[src/rtl/ram_port_pkg.sv]
// Shared defaults and the request record used by the RAM port master and its users.
package ram_port_pkg;

  localparam int DEF_DATA_WIDTH    = 8;
  localparam int DEF_ADDRESS_WIDTH = 3;
  localparam int DEF_READ_LATENCY  = 1;
  localparam int DEF_WRITE_LATENCY = 1;
  localparam int DEF_RSP_DEPTH     = 4;

  // One request as offered on the request channel (default widths).
  typedef struct packed {
    logic                         we;
    logic [DEF_ADDRESS_WIDTH-1:0] addr;
    logic [DEF_DATA_WIDTH-1:0]    wdata;
  } req_t;

endpackage

[src/rtl/ram_port_rsp_fifo.sv]
// Response FIFO: holds captured read data until the consumer takes it.
// Pointers carry one extra wrap bit so full and empty stay distinguishable.
module ram_port_rsp_fifo #(
  parameter int DATA_WIDTH = 8,
  parameter int DEPTH      = 4
) (
  input  logic                    clk,
  input  logic                    rst_n,
  input  logic                    push_i,
  input  logic [DATA_WIDTH-1:0]   push_data_i,
  input  logic                    pop_i,
  output logic [DATA_WIDTH-1:0]   head_o,
  output logic                    empty_o,
  output logic [$clog2(DEPTH):0]  count_o
);

  localparam int            IW      = $clog2(DEPTH);
  localparam logic [IW:0]   PTR_ONE = (IW+1)'(1);

  logic [IW:0]           wr_ptr_q, rd_ptr_q;
  logic [DATA_WIDTH-1:0] mem_q [DEPTH];
  logic                  full;

  assign empty_o = (wr_ptr_q == rd_ptr_q);
  assign full    = (wr_ptr_q[IW] != rd_ptr_q[IW]) &&
                   (wr_ptr_q[IW-1:0] == rd_ptr_q[IW-1:0]);
  assign count_o = wr_ptr_q - rd_ptr_q;
  assign head_o  = mem_q[rd_ptr_q[IW-1:0]];

  // Advance write/read pointers on push/pop.
  // NOTE: sequential state uses non-blocking assignments so every flop samples pre-edge values.
  always_ff @(posedge clk or negedge rst_n) begin
    if (!rst_n) begin
      wr_ptr_q <= '0;
      rd_ptr_q <= '0;
    end else begin
      if (push_i) wr_ptr_q <= wr_ptr_q + PTR_ONE;
      if (pop_i)  rd_ptr_q <= rd_ptr_q + PTR_ONE;
    end
  end

  // Store pushed data.
  // NOTE: storage is not reset; only the pointers decide what is valid, and a reset array costs a mux per bit.
  always_ff @(posedge clk) begin
    if (push_i) mem_q[wr_ptr_q[IW-1:0]] <= push_data_i;
  end

  a_no_overflow: assert property (@(posedge clk) disable iff (!rst_n)
    !(push_i && full && !pop_i));
  a_no_underflow: assert property (@(posedge clk) disable iff (!rst_n)
    !(pop_i && empty_o));

endmodule

[src/rtl/ram_port_master.sv]
// Request-channel to RAM-port bridge: issues reads/writes to a fixed-latency
// RAM, stalls reads on response credit and read-after-write hazards, and
// returns read data in issue order through a response FIFO.
module ram_port_master
  import ram_port_pkg::*;
#(
  parameter int DATA_WIDTH    = DEF_DATA_WIDTH,
  parameter int ADDRESS_WIDTH = DEF_ADDRESS_WIDTH,
  parameter int READ_LATENCY  = DEF_READ_LATENCY,
  parameter int WRITE_LATENCY = DEF_WRITE_LATENCY,
  parameter int RSP_DEPTH     = DEF_RSP_DEPTH
) (
  input  logic                     clk,
  input  logic                     rst_n,
  input  logic                     req_valid,
  output logic                     req_ready,
  input  logic                     req_we,
  input  logic [ADDRESS_WIDTH-1:0] req_addr,
  input  logic [DATA_WIDTH-1:0]    req_wdata,
  output logic                     rsp_valid,
  input  logic                     rsp_ready,
  output logic [DATA_WIDTH-1:0]    rsp_rdata,
  output logic                     ram_en,
  output logic                     ram_we,
  output logic [ADDRESS_WIDTH-1:0] ram_addr,
  output logic [DATA_WIDTH-1:0]    ram_din,
  input  logic [DATA_WIDTH-1:0]    ram_dout
);

  localparam int             CW     = $clog2(RSP_DEPTH) + 1;
  localparam int             OW     = CW + 1;
  localparam logic [CW-1:0]  CNT_ONE = CW'(1);

  logic                    fire, rd_fire, wr_fire;
  logic                    capture, pop, hazard, credit_ok;
  logic [READ_LATENCY-1:0] rd_pipe_q;
  logic [CW-1:0]           inflight_q, inflight_d;
  logic [CW-1:0]           fifo_count;
  logic                    fifo_empty;
  logic [DATA_WIDTH-1:0]   fifo_head;

  // Reads may only issue while every outstanding read still has a FIFO slot.
  assign credit_ok = (OW'(inflight_q) + OW'(fifo_count)) < OW'(RSP_DEPTH);
  // Ready is gated by rst_n directly so it drops the instant reset asserts.
  assign req_ready = rst_n && (req_we || (credit_ok && !hazard));
  assign fire      = req_valid && req_ready;
  assign rd_fire   = fire && !req_we;
  assign wr_fire   = fire && req_we;

  assign ram_en   = fire;
  assign ram_we   = wr_fire;
  assign ram_addr = fire ? req_addr  : '0;
  assign ram_din  = fire ? req_wdata : '0;

  assign capture   = rd_pipe_q[READ_LATENCY-1];
  assign rsp_valid = !fifo_empty;
  assign pop       = rsp_valid && rsp_ready;
  assign rsp_rdata = rsp_valid ? fifo_head : '0;

  // Shift a valid bit per issued read; it reaches the last stage when ram_dout holds its data.
  always_ff @(posedge clk or negedge rst_n) begin
    if (!rst_n) begin
      rd_pipe_q <= '0;
    end else begin
      rd_pipe_q[0] <= rd_fire;
      for (int i = 1; i < READ_LATENCY; i++) rd_pipe_q[i] <= rd_pipe_q[i-1];
    end
  end

  // Next in-flight count: +1 on read issue, -1 on capture, hold when both or neither.
  // NOTE: the default assignment first keeps this block purely combinational (no latch).
  always_comb begin
    inflight_d = inflight_q;
    if (rd_fire && !capture)      inflight_d = inflight_q + CNT_ONE;
    else if (!rd_fire && capture) inflight_d = inflight_q - CNT_ONE;
  end

  // Register the in-flight count.
  always_ff @(posedge clk or negedge rst_n) begin
    if (!rst_n) inflight_q <= '0;
    else        inflight_q <= inflight_d;
  end

  a_inflight_range: assert property (@(posedge clk) disable iff (!rst_n)
    OW'(inflight_q) <= OW'(RSP_DEPTH));

  // Writes not yet committed block reads to the same address.
  if (WRITE_LATENCY > 1) begin : g_wr_track
    localparam int WD = WRITE_LATENCY - 1;
    logic [WD-1:0]            wr_vld_q;
    logic [ADDRESS_WIDTH-1:0] wr_addr_q [WD];

    // Record {valid, addr} of each issued write for the commit window.
    always_ff @(posedge clk or negedge rst_n) begin
      if (!rst_n) begin
        wr_vld_q <= '0;
        for (int i = 0; i < WD; i++) wr_addr_q[i] <= '0;
      end else begin
        wr_vld_q[0]  <= wr_fire;
        wr_addr_q[0] <= req_addr;
        for (int i = 1; i < WD; i++) begin
          wr_vld_q[i]  <= wr_vld_q[i-1];
          wr_addr_q[i] <= wr_addr_q[i-1];
        end
      end
    end

    // Flag a hazard when any pending write targets the offered address.
    always_comb begin
      hazard = 1'b0;
      for (int i = 0; i < WD; i++)
        if (wr_vld_q[i] && (wr_addr_q[i] == req_addr)) hazard = 1'b1;
    end
  end else begin : g_no_wr_track
    assign hazard = 1'b0;
  end

  ram_port_rsp_fifo #(
    .DATA_WIDTH (DATA_WIDTH),
    .DEPTH      (RSP_DEPTH)
  ) u_rsp_fifo (
    .clk         (clk),
    .rst_n       (rst_n),
    .push_i      (capture),
    .push_data_i (ram_dout),
    .pop_i       (pop),
    .head_o      (fifo_head),
    .empty_o     (fifo_empty),
    .count_o     (fifo_count)
  );

endmodule

[config.mk]
export PLATFORM = sky130hd
export DESIGN_NAME = ram_port_master
export DESIGN_NICKNAME = d
export VERILOG_FILES = /design/src/rtl/ram_port_pkg.sv /design/src/rtl/ram_port_rsp_fifo.sv /design/src/rtl/ram_port_master.sv
export SDC_FILE = /design/constraint.sdc
export NUM_CORES = 1
export LEC_CHECK = 0
export ABC_AREA = 1
export CAP_MARGIN = 20
export CELL_PAD_IN_SITES_DETAIL_PLACEMENT = 0
export CELL_PAD_IN_SITES_GLOBAL_PLACEMENT = 1
export CORE_MARGIN = 2
export CORE_UTILIZATION = 38
export CTS_CLUSTER_DIAMETER = 200
export DETAILED_ROUTE_END_ITERATION = 16
export PLACE_DENSITY_LB_ADDON = 0.1
export SLEW_MARGIN = 20
export SYNTH_ARGS = -nofsm -noshare
export SYNTH_HDL_FRONTEND = slang
export SYNTH_SLANG_ARGS = --single-unit
export TNS_END_PERCENT = 50
[constraint.sdc]
create_clock -name clk -period 3.3 [get_ports clk]
set_input_delay 0.66 -clock clk [delete_from_list [all_inputs] [get_ports clk]]
set_output_delay 0.66 -clock clk [all_outputs]
set_load 0.01 [all_outputs]
# --- After elaboration in Yosys (flattened, before gate mapping) ---
# Memories as Yosys holds them, arrays and structs flattened.
# Index checks and enable logic that the tools add are counted.
totals:
  ram_bits: 32
  romBits: 0
  mem_count: 1
  out_inout_bits: 23
  register_bits: 10
  latch_bits: 0
  in_bits: 24
memory_table:
  columns: ["memory", "words", "word_bits", "rd", "rd_ports_with_merged_regs", "wr", "line", "source"]
  rows:
  - ["u_rsp_fifo.mem_q", 4, 8, 1, 0, 1, "ram_port_rsp_fifo.sv:21", "logic [DATA_WIDTH-1:0] mem_q [DEPTH];"]
classes:
  n_reduce_logical: 13
  multipliers: 0
  shifts: 0
  add_sub_neg: 6
  div_mod_pow: 0
  bitwise_logic: 0
  n_lt_le_gt_ge: 1
  n_mux: 7
  n_eq_ne: 1
op_table:
  columns: ["cell", "n"]
  rows:
  - ["8-bit 2-to-1 mux", 2]
  - ["3-bit by 1-bit adder with 3-bit output (second input constant)", 3]
  - ["3-bit 2-to-1 mux", 3]
  - ["1-bit logical AND", 7]
  - ["3-bit by 3-bit adder with 4-bit output", 1]
  - ["1-bit zero test", 4]
  - ["4-bit by 3-bit less-than comparator with 1-bit output (second input constant)", 1]
  - ["3-bit equality test", 1]
  - ["3-bit by 1-bit subtractor with 3-bit output (second input constant)", 1]
  - ["3-bit subtractor", 1]
  - ["1-bit 2-to-1 mux", 2]
  - ["2-bit nonzero test", 1]
  - ["1-bit logical OR", 1]

# --- Logic depth before layout (Yosys ltp) ---
# Gate-level depths: netlist of run 1.
depth:
  word_depth: 11
  ltp_mapped: 17
  depth_no_buf: 17

# --- Modules after synthesis ---
# Synthesis of run 1 repeated with hierarchy kept, for this count alone.
hier_totals:
  cells_unflattened: 253
  area_unflattened_um2: 2298.5
by_module_without_submodules:
  columns: ["mod", "seq_area_each_um2", "n_inst", "cells_per_inst", "area_each_um2"]
  rows:
  - ["ram_port_rsp_fifo", 1111.1, 1, 176, 1810.5]
  - ["ram_port_master", 100.1, 1, 77, 488.0]

# --- Worst setup path before layout of run 1 ---
# No wires, ideal clock.
synth_path:
  path_type: "register to register"
  start: "register u_rsp_fifo.wr_ptr_q[0]"
  end: "register inflight_q[2]"
  stages_incl_launch_ff: 18
  path_slack_ns: 0.464
  required_time_ns: 3.176
  arrival_time_ns: 2.712
  path_cell_list: "dfrtp_1 -> inv_1 -> ha_1 -> inv_1 -> fa_1 -> xnor2_1 -> ha_1 -> nor2_1 -> nand3_2 -> inv_1 -> nand4_1 -> inv_1 -> ha_1 -> inv_1 -> fa_1 -> a21oi_1 -> o21ai_0 -> xnor2_1"
synth_between:
  elab_chain_cells: 10
  word_cells_on_any_way: 12
synth_rtl:
  columns: ["element", "line", "source"]
  rows:
  - ["start: declaration", "ram_port_rsp_fifo.sv:20", "logic [IW:0] wr_ptr_q, rd_ptr_q;"]
  - ["start signal: assignment", "ram_port_rsp_fifo.sv:37", "if (push_i) wr_ptr_q <= wr_ptr_q + PTR_ONE;"]
  - ["3-bit subtractor *", "ram_port_rsp_fifo.sv:27", "assign count_o = wr_ptr_q - rd_ptr_q;"]
  - ["3-bit by 3-bit adder with 4-bit output *", "ram_port_master.sv:43", "assign credit_ok = (OW'(inflight_q) + OW'(fifo_count)) < OW'(RSP_DEPTH);"]
  - ["4-bit by 3-bit less-than comparator with 1-bit output *", "ram_port_master.sv:43", null]
  - ["1-bit logical OR *", "ram_port_master.sv:45", "assign req_ready = rst_n && (req_we || (credit_ok && !hazard));"]
  - ["1-bit logical AND *", "ram_port_master.sv:45", null]
  - ["1-bit logical AND *", "ram_port_master.sv:46", "assign fire = req_valid && req_ready;"]
  - ["1-bit logical AND *", "ram_port_master.sv:47", "assign rd_fire = fire && !req_we;"]
  - ["via rd_fire", "ram_port_master.sv:34", "logic fire, rd_fire, wr_fire;"]
  - ["1-bit zero test", "ram_port_master.sv:75", "else if (!rd_fire && capture) inflight_d = inflight_q - CNT_ONE;"]
  - ["1-bit logical AND", "ram_port_master.sv:75", null]
  - ["2-bit nonzero test (no line)", null, null]
  - ["end signal: assignment", "ram_port_master.sv:81", "else inflight_q <= inflight_d;"]
  - ["end: declaration", "ram_port_master.sv:37", "logic [CW-1:0] inflight_q, inflight_d;"]
# The timed path passes the listed nets; every way through them passes the cells marked *.
# A chain may end at the register's enable or synchronous reset.

# --- Worst setup path in the final report of run 1 ---
layout_path:
  start: "register u_rsp_fifo.rd_ptr_q[0]"
  end: "output port ram_addr[2]"
layout_between:
  elab_chain_cells: 7
layout_rtl:
  columns: ["element", "line", "source"]
  rows:
  - ["start: declaration", "ram_port_rsp_fifo.sv:20", null]
  - ["start signal: assignment", "ram_port_rsp_fifo.sv:38", "if (pop_i) rd_ptr_q <= rd_ptr_q + PTR_ONE;"]
  - ["3-bit subtractor", "ram_port_rsp_fifo.sv:27", null]
  - ["3-bit by 3-bit adder with 4-bit output", "ram_port_master.sv:43", null]
  - ["4-bit by 3-bit less-than comparator with 1-bit output", "ram_port_master.sv:43", null]
  - ["1-bit logical OR", "ram_port_master.sv:45", null]
  - ["1-bit logical AND", "ram_port_master.sv:45", null]
  - ["1-bit logical AND", "ram_port_master.sv:46", null]
  - ["3-bit 2-to-1 mux", "ram_port_master.sv:52", "assign ram_addr = fire ? req_addr : '0;"]
  - ["end: declaration", "ram_port_master.sv:25", "output logic [ADDRESS_WIDTH-1:0] ram_addr,"]
# Every way passes these cells.

==> results.sh, run 1 <==
export IMPL_status="finished, final reports clean"
export IMPL_timing_final_crit_share_pct=94.4
export IMPL_synthesis_to_layout_area_growth_pct=32.3
export IMPL_clkTransAtPathRegs_ns=0.08
export IMPL_cp_data_required_time_ns=2.64
export IMPL_die_y_um=77.9
export IMPL_relSlewSlack_pct=73.1
export IMPL_clock_path_buffers=2
export IMPL_placed_cell_area_um2=2640
export IMPL_average_wire_per_cell_in_the_routed_design_um=13.0
export IMPL_dieArea_um2=6070
export IMPL_timing_hold_violations_final=0
export IMPL_syn_inst=196
export IMPL_std_cell_rows=26
export IMPL_layout_area_seq_um2=1210
export IMPL_drtIter0Drc=61
export IMPL_floorplan_io_pins=47
export IMPL_vdd_ir_drop_max_mv=0.240
export IMPL_route_antenna_remaining_nets=0
export IMPL_clk_root_buffer_cell="sky130_fd_sc_hd__clkbuf_8"
export IMPL_min_period_ns=3.12
export IMPL_synth_yosys_seq_area_share_pct=58.3
export IMPL_hold_path_startpoint="inflight_q[2]$_DFFE_PN0P_"
export IMPL_initial_core_util_pct=39.9
export IMPL_total_routed_length_um=4200
export IMPL_fill_cells=495
export IMPL_synth_most_common_cell="sky130_fd_sc_hd__nor2_1"
export IMPL_grt_pass1_wl_um=6840
export IMPL_grt_pass1_vias=1368
export IMPL_gpl_final_weighted_congestion=0.727
export IMPL_rsz0062_at_grt="false"
export IMPL_power_density_nw_per_um2=376
export IMPL_fin_area_um2=2750
export IMPL_floorplan_core_area_um2=5200
export IMPL_crit_reg2reg_capture="inflight_q[2]$_DFFE_PN0P_"
export IMPL_min_to="inflight_q[2]$_DFFE_PN0P_"
export IMPL_synthesis_area_um2=2080
export IMPL_holdPathStages=1
export IMPL_multi_input_comb_area_um2=708
export IMPL_crit_arrival_ns=2.46
export IMPL_synthesis_yosys_warnings=0
export IMPL_drive_gt1_share_pct=20.5
export IMPL_ys_top_cells_by_count="35 x sky130_fd_sc_hd__nor2_1, 32 x sky130_fd_sc_hd__edfxtp_1, 29 x sky130_fd_sc_hd__inv_1, 15 x sky130_fd_sc_hd__nand2_1, 11 x sky130_fd_sc_hd__o21ai_0"
export IMPL_finalClockSkew_ns=0.00333
export IMPL_synth_top_cells_by_area="sky130_fd_sc_hd__edfxtp_1 46%, sky130_fd_sc_hd__dfrtp_1 12%, sky130_fd_sc_hd__nor2_1 6.3%"
export IMPL_rrSetupSlack_ns=0.40
export IMPL_yosys_register_bits=42
export IMPL_netlist_cell_type_count=26
export IMPL_hpwlAfterDp_um=2940
export IMPL_n_antenna_cell=0
export IMPL_timing_max_cap_violations=0
export IMPL_synth_enable_flop_cells=32
export IMPL_timing_final_setup_violations=0
export IMPL_rr_worst_depth=15
export IMPL_timing_rr_start="u_rsp_fifo.rd_ptr_q[0]$_DFFE_PN0P_"
export IMPL_drv_slew=0
export IMPL_critPathMaxFanout=6
export IMPL_p_leak_uw=0.00117
export IMPL_most_used_dff_post_synth="sky130_fd_sc_hd__edfxtp_1"
export IMPL_initial_antenna_violation_count=0
export IMPL_detail_routed_via_count_per_cell=4.43
export IMPL_largest_net_degree_at_the_start_of_global_routing=20
export IMPL_num_vias=1436
export IMPL_grt_overflow=0
export IMPL_timing_setup_tns_ns=0
export IMPL_tritoncts_clock_tree="done"
export IMPL_route_detailed_drc=0
export IMPL_numCtsBuffers=5
export IMPL_synthDominantAreaCellType="sky130_fd_sc_hd__edfxtp_1"
export IMPL_synth_async_reset_ratio_pct=23.8
export IMPL_clock_sinks=42
export IMPL_dieWidth_um=77.9
export IMPL_tightestPinTransition_ns=0.403
export IMPL_synthesis_area_per_instance_um2=10.6
export IMPL_synth_top_area_share_pct=46.3
export IMPL_path_class="flip-flop to output pin"
export IMPL_max_freq_mhz=321
export IMPL_cts_hold_repair_buffers=0
export IMPL_timing_hold_worst_class="flip-flop to flip-flop"
export IMPL_setup_worst_path_end_class="output pin"
export IMPL_design_final_nets=289
export IMPL_postSynthNetCount=232
export IMPL_global_route_usage_total_pct=14.5
export IMPL_cp_start_kind="flip-flop"
export IMPL_worstSkewPairLatency_ns=0.29
export IMPL_htree_num_levels=2
export IMPL_buffer_ports_inserted=46
export IMPL_drt_pre_antenna_iters=4
-- area by class of cell --
cell class                      count  area share (%)
Clock buffer                        5            2.51
Clock inverter                      3            1.59
Sequential cell                    42            44.1
Timing Repair Buffer               56            18.4
Multi-Input combinational cell    116            25.8
Inverter                           32            4.46
Tap cell                           70            3.19
-- registers in the layout, summed over array words and instances, names as in the netlist --
signal	count
u_rsp_fifo.mem_q	32
capture	1
u_rsp_fifo.wr_ptr_q	3
inflight_q	3
u_rsp_fifo.rd_ptr_q	3
-- stage by stage --
stage | setup WS, ns | utilization (%) | power [µW] | hold slack [ns] | cells
after global placement | 0.0874 | 50.7 | 642 | 0.490 | 313
after CTS | 0.000215 | 52.5 | 1040 | 0.506 | 321
after global routing | 0.0109 | 52.8 | 1070 | 0.540 | 324
after floorplan | 0.464 | - | 594 | 0.364 | 196
final | 0.183 | 52.8 | 1030 | 0.492 | 324
after detailed placement | 0.0471 | 50.7 | 643 | 0.495 | 313
-- cell families (layout without fill, tap and decap cells) --
| group | after synthesis | after routing | synth area share [%] |
|---|---|---|---|
| compound gates | 28 | 28 | 6.87 |
| xor+xnor | 6 | 6 | 2.53 |
| fa+ha+maj | 12 | 12 | 7.96 |
| buf+inv | 38 | 96 | 8.38 |
| flops | 42 | 42 | 58.3 |
| mux | 1 | 1 | 0.542 |
| simple gates | 69 | 69 | 15.4 |
-- cell usage in the layout (no fill, tap or decap) --
master and n:
sky130_fd_sc_hd__a21boi_0 1, sky130_fd_sc_hd__a21oi_1 9, sky130_fd_sc_hd__buf_12 1, sky130_fd_sc_hd__buf_2 2
sky130_fd_sc_hd__buf_4 8, sky130_fd_sc_hd__bufinv_16 1, sky130_fd_sc_hd__clkbuf_16 1, sky130_fd_sc_hd__clkbuf_2 10
sky130_fd_sc_hd__clkbuf_8 5, sky130_fd_sc_hd__clkdlybuf4s50_1 33, sky130_fd_sc_hd__clkinv_2 1, sky130_fd_sc_hd__dfrtp_1 10
sky130_fd_sc_hd__dlygate4sd2_1 1, sky130_fd_sc_hd__edfxtp_1 32, sky130_fd_sc_hd__fa_1 1, sky130_fd_sc_hd__fa_2 1
sky130_fd_sc_hd__ha_1 10, sky130_fd_sc_hd__inv_1 28, sky130_fd_sc_hd__inv_2 3, sky130_fd_sc_hd__inv_4 1
sky130_fd_sc_hd__inv_6 1, sky130_fd_sc_hd__mux2_2 1, sky130_fd_sc_hd__nand2_1 14, sky130_fd_sc_hd__nand2_2 2
sky130_fd_sc_hd__nand3_1 5, sky130_fd_sc_hd__nand3_2 1, sky130_fd_sc_hd__nand3_4 1, sky130_fd_sc_hd__nand4_1 1
sky130_fd_sc_hd__nand4_2 1, sky130_fd_sc_hd__nor2_1 33, sky130_fd_sc_hd__nor2_2 10, sky130_fd_sc_hd__nor2_4 1
sky130_fd_sc_hd__o21ai_0 11, sky130_fd_sc_hd__o21ai_1 7, sky130_fd_sc_hd__xnor2_1 3, sky130_fd_sc_hd__xor2_1 3
-- critical path, cell delays in order, from the launching register on --
cell and delay [ns]:
sky130_fd_sc_hd__dfrtp_1 0.40, sky130_fd_sc_hd__ha_1 0.20, sky130_fd_sc_hd__inv_1 0.07, sky130_fd_sc_hd__fa_2 0.44, sky130_fd_sc_hd__ha_1 0.28, sky130_fd_sc_hd__nand3_1 0.10
sky130_fd_sc_hd__nand3_2 0.09, sky130_fd_sc_hd__nand2_2 0.09, sky130_fd_sc_hd__nand3_4 0.09, sky130_fd_sc_hd__clkbuf_16 0.19, sky130_fd_sc_hd__nor2_1 0.09, sky130_fd_sc_hd__clkbuf_2 0.14
-- routing by layer --
| layer | up-vias | part of all wire, % | GRT usage [%] | wire length, µm |
|---|---|---|---|---|
| met5 | - | 0 | 0 | 0 |
| met4 | 0 | 0.55 | 3.16 | 23 |
| met3 | 2 | 3.6 | 3.26 | 149 |
| met2 | 24 | 50 | 23.7 | 2090 |
| met1 | 663 | 46 | 19.9 | 1940 |
| li1 | 747 | - | - | - |
-- power by group --
group / switching (µW) / internal, µW
registers: 0 / 569
logic: 25.1 / 36.0
clock network: 177 / 227
total: 202 / 831
-- timing repair --
action	CTS	global route
setup endpoints to repair	13	12
resized for setup	13	32
pin swaps	0	1
cloned	0	1
endpoints found under the hold margin	0	0
setup buffers	0	2
-- worst max path at each step --
stage	endpoint	from	cells past startpoint	slack, ns
CTS	ram_addr[2]	u_rsp_fifo.wr_ptr_q[0]$_DFFE_PN0P_	13	0.0002
detailed placement	ram_addr[2]	u_rsp_fifo.wr_ptr_q[0]$_DFFE_PN0P_	13	0.05
finish	ram_addr[2]	u_rsp_fifo.rd_ptr_q[0]$_DFFE_PN0P_	11	0.18
global placement	ram_addr[1]	u_rsp_fifo.wr_ptr_q[0]$_DFFE_PN0P_	13	0.09
floorplan	inflight_q[2]$_DFFE_PN0P_	u_rsp_fifo.wr_ptr_q[0]$_DFFE_PN0P_	17	0.46
global route	ram_addr[2]	u_rsp_fifo.wr_ptr_q[0]$_DFFE_PN0P_	13	0.01
No activity file was read; power rests on OpenSTA's default activity.
==> inputs of run 2 (changes only) <==
Settings changed: TNS_END_PERCENT 50 to default.
==> results of run 2 <==
Final layout, timing and power as in run 1 (identical DEF).
